$ cat src/rtl/counter8.sv
// counter8 -- parameterised binary counter for the 8-bit computer datapath.
//
// It counts up or down once per clock when enabled. A synchronous parallel
// load takes priority over counting. The count wraps at a programmable
// maximum, MAX_VAL. tc flags the cycle whose next edge wraps, so counters
// can be cascaded or used to sequence other logic.
//
// Parameters:
//   WIDTH    bit width of the count and of the load value
//   MAX_VAL  highest count value, 1 <= MAX_VAL <= 2**WIDTH-1
//
// Ports:
//   clk    in   1      system clock, rising edge active
//   reset  in   1      asynchronous active-low reset; clears the count while low
//   en     in   1      count enable
//   load   in   1      synchronous parallel load (ignores en)
//   din    in   WIDTH  parallel load value, clamped to MAX_VAL
//   up     in   1      direction: 1 = up, 0 = down
//   value  out  WIDTH  current count (registered)
//   tc     out  1      terminal count, combinational from value and inputs
module counter8 #(
  parameter int          WIDTH   = 8,
  parameter int unsigned MAX_VAL = 2**WIDTH - 1
) (
  input  logic             clk,
  input  logic             reset,
  input  logic             en,
  input  logic             load,
  input  logic [WIDTH-1:0] din,
  input  logic             up,
  output logic [WIDTH-1:0] value,
  output logic             tc
);

  localparam logic [WIDTH-1:0] MAX_V = WIDTH'(MAX_VAL);

  logic [WIDTH-1:0] value_d;
  logic [WIDTH-1:0] value_q;

  // Next-state priority: load, then count up or down, then hold.
  // Wrap values come from MAX_V rather than natural overflow, so a reduced
  // modulus behaves exactly like the full-range case.
  always_comb begin
    value_d = value_q;
    if (load) begin
      value_d = (din > MAX_V) ? MAX_V : din;
    end else if (en) begin
      if (up) begin
        value_d = (value_q == MAX_V) ? '0 : value_q + WIDTH'(1);
      end else begin
        value_d = (value_q == '0) ? MAX_V : value_q - WIDTH'(1);
      end
    end
  end

  always_ff @(posedge clk or negedge reset) begin
    if (!reset) begin
      value_q <= '0;
    end else begin
      value_q <= value_d;
    end
  end

  assign value = value_q;

  // tc is high only when the next enabled, non-load edge wraps.
  assign tc = en & ~load & ((up & (value_q == MAX_V)) | (~up & (value_q == '0)));

endmodule

$ cat config.mk
export PLATFORM = sky130hd
export DESIGN_NAME = counter8
export DESIGN_NICKNAME = d
export VERILOG_FILES = /design/src/rtl/counter8.sv
export SDC_FILE = /design/constraint.sdc
export NUM_CORES = 1
export LEC_CHECK = 0
export CAP_MARGIN = 30
export CORE_MARGIN = 1.5
export CORE_UTILIZATION = 49
export CTS_BUF_LIST = sky130_fd_sc_hd__clkbuf_4 sky130_fd_sc_hd__clkbuf_8
export DETAILED_ROUTE_END_ITERATION = 16
export PLACE_DENSITY = 0.9
export SLEW_MARGIN = 20
export SYNTH_ARGS = -nofsm -noshare
export SYNTH_HDL_FRONTEND = slang
export SYNTH_SLANG_ARGS = --single-unit
$ cat constraint.sdc
create_clock -name clk -period 2.4 [get_ports clk]
set_input_delay 0.24 -clock clk [delete_from_list [all_inputs] [get_ports clk]]
set_output_delay 0.24 -clock clk [all_outputs]
set_load 0.02 [all_outputs]
==> impl_metrics.env <==
export IMPL_wirelength_mm=2.34
export IMPL_slowest_stage="or3_4"
export IMPL_p_int_uw=342
export IMPL_overflow=0
export IMPL_dp_cells=147
export IMPL_synth_cells=100
export IMPL_syn_area_um2=807
export IMPL_first_global_vias=919
export IMPL_route_detailed_drc=0
export IMPL_via_count=938
export IMPL_fin_nets=152
export IMPL_critical_path_class="reg -> out"
export IMPL_synthesis_nets=116
export IMPL_crit_required_ps=2160
export IMPL_gp_congestion=0.921
export IMPL_r2r_worst_path_cells=6
export IMPL_hp_class="in -> async"
export IMPL_final_cells=150
export IMPL_slew_viol_final=0
export IMPL_synth_top_family_by_area="compound AO/OA/AOI/OAI gates"
export IMPL_yosysUniqueCellTypes=47
export IMPL_r2r_setup_slack_ps=470
export IMPL_clockRootBuffer="clkbuf_4"
export IMPL_rsz0062_at_grt="false"
export IMPL_clock_latency_ps=260
export IMPL_synth_xor_area_share_pct=3.26
export IMPL_power_density_mw_per_mm2=484
export IMPL_grt_max_degree=18
export IMPL_yosys_area_top_type="dfrtp_1"
export IMPL_max_stage_delay_ps=390
export IMPL_cts_buffers=3
export IMPL_largest_reg_flops=8
export IMPL_core_mm2=0.00152
export IMPL_p_switching_uw=205
export IMPL_synth_top_area_share_pct=24.8
export IMPL_tightest_slew_ps=396
export IMPL_swShare_pct=37.5
export IMPL_slew_headroom_pct=73.5
export IMPL_viasPerCell=6.25
export IMPL_hold_viol_final=0
export IMPL_finish_utilization_pct=74.2
export IMPL_cap_viol_max_count=0
export IMPL_dieArea_mm2=0.00190
export IMPL_clkSinkCount=8
export IMPL_drt_iter0_markers=43
export IMPL_power_frac_seq_pct=29.2
export IMPL_path_cells="inv_1 -> ha_1 -> or3b_4 -> or3_4 -> a21oi_1 -> buf_2"
export IMPL_num_antenna_cells=0
export IMPL_cts_clk_slew_worst_paths_ps=60
export IMPL_cpLargestDelayFamily="simple AND/OR/NAND/NOR gates"
export IMPL_finish_instance_area_mm2=0.00113
export IMPL_fp_dieH_um=43.6
export IMPL_r2r_start="value[1]$_DFFE_PN0P_"
export IMPL_area_delta_synth_final_pct=40.2
export IMPL_power_uw=547
export IMPL_r2r_end="value[4]$_DFFE_PN0P_"
export IMPL_muxShareOfSynthArea_pct=1.24
export IMPL_die_w_um=43.6
export IMPL_num_rows=14
export IMPL_critPathLaunchType="flop"
export IMPL_synthArstFlopShare_pct=100
export IMPL_outcome="finished, final reports clean"
export IMPL_cts_resized=3
export IMPL_ir_worst_vdd_v=0.000354
export IMPL_pwr_share_clk_pct=20.1
export IMPL_grt_pass1_wl_mm=3.94
export IMPL_dpl_hpwl_mm=1.84
export IMPL_synthFlopType="dfrtp_1"
export IMPL_layout_commonest_cell="clkdlybuf4s50_1"
export IMPL_synth_top_cells_by_area="dfrtp_1 (25%), ha_1 (4.7%), a21oi_1 (4.3%), o21ai_0 (3.7%), o31ai_1 (3.7%)"
export IMPL_final_cell_mix="clkdlybuf4s50_1 (20), buf_4 (17), dfrtp_1 (8)"
export IMPL_yosys_area_share_simple_pct=24.5
export IMPL_timing_fmax_mhz=446
export IMPL_setup_viol=0
export IMPL_period_minus_slack_ps=2240
export IMPL_synth_fa_ha_area_share_pct=4.65
export IMPL_p_leak_nw=0.463
export IMPL_finalCritPeriodShare_pct=93.4
export IMPL_yosysSeqAreaShare_pct=24.8
export IMPL_synth_area_per_cell_um2=8.07
export IMPL_clock_path_buffers=2
export IMPL_cp_arrival_ps=2000
export IMPL_holdWs_ps=271
export IMPL_crit_buf_inv=2
export IMPL_ys_ff_latch=8
export IMPL_cts_tree="yes"
export IMPL_initial_core_util_pct=53.0
export IMPL_detailed_place_area_mm2=0.00111
export IMPL_ant_nets=0
export IMPL_skew_ps=3.08
export IMPL_end_kind="output pin"
export IMPL_port_buffers=21
export IMPL_grt_usage_pct=27.8
export IMPL_postCtsSetupBuffers=0
export IMPL_wl_per_cell_um=15.6
export IMPL_htree_num_levels=1
export IMPL_hold_buffers=0
export IMPL_drive_gt1_share_pct=19.4
export IMPL_num_io_pins=22
export IMPL_first_pass_iters=4
export IMPL_yosysWarningCount=0
export IMPL_worst_path_max_fanout=3
export IMPL_combPwrFrac_pct=50.7
export IMPL_antenna_found_initial=0
export IMPL_synth_edf_count=0
export IMPL_synth_compound_area_share_pct=32.4
power by group through the flow:
stage	combinational (mW)	clock [mW]	sequential (mW)
2_1_floorplan	0.124	0	0.193
4_1_cts	0.276	0.109	0.160
5_1_grt	0.301	0.114	0.162
3_3_place_gp	0.263	0	0.162
3_5_place_dp	0.273	0	0.162
6_report	0.278	0.110	0.160
layout make-up:
cell class                      instances  area, µm²
Clock buffer                            3       22.5
Inverter                                6       22.5
Sequential cell                         8        200
Fill cell                             131        393
Tap cell                               16       20.0
Multi-Input combinational cell         79        533
Timing Repair Buffer                   38        333
kinds of logic after synthesis:
| logic type | Yosys count |
|---|---|
| AOI/OAI and AO/OA | 37 |
| xor gates and xnor gates | 3 |
| adders and majority gates | 3 |
| buffers and inverters | 13 |
| DFF | 8 |
| muxes | 1 |
| and+or+nand+nor | 35 |
routing by layer:
| metal | routed length, µm | GRT usage (%) |
|---|---|---|
| met5 | 0 | 0 |
| met4 | 38 | 14.5 |
| met3 | 255 | 6.25 |
| met2 | 1160 | 45.9 |
| met1 | 885 | 33.5 |
worst max-delay path by stage:
stage                    startpoint  end  slack, ps  cells after the start
2_1_floorplan  value[0]$_DFFE_PN0P_   tc        220                      5
3_3_place_gp   value[0]$_DFFE_PN0P_   tc         90                      6
3_5_place_dp   value[1]$_DFFE_PN0P_   tc         -4                      6
4_1_cts        value[1]$_DFFE_PN0P_   tc         40                      6
5_1_grt        value[1]$_DFFE_PN0P_   tc         80                      6
6_report       value[1]$_DFFE_PN0P_   tc        160                      6
through the flow:
stage | TNS (ps) | setup WS [ps]
6_report | 0 | 157
5_1_grt | 0 | 76.3
4_1_cts | 0 | 39.9
3_5_place_dp | -4.33 | -4.33
3_3_place_gp | 0 | 90.8
2_1_floorplan | 0 | 223
worst reg2reg max path, cell delays in order (launching register included):
cell     delay (ps)
dfrtp_1         380
inv_1            90
ha_1            170
or3b_4          380
or3_4           390
nor3b_1         160
o41ai_2         270
synthesized netlist by cell type, types with 3 or more instances:
library cell	number
o21ai_0	6
nor2_1	7
o31ai_1	4
ha_1	3
inv_1	6
a21oi_1	7
nand2_1	7
dfrtp_1	8
nor3b_1	3
nand2b_1	3
(Power assumes the default switching activity.)
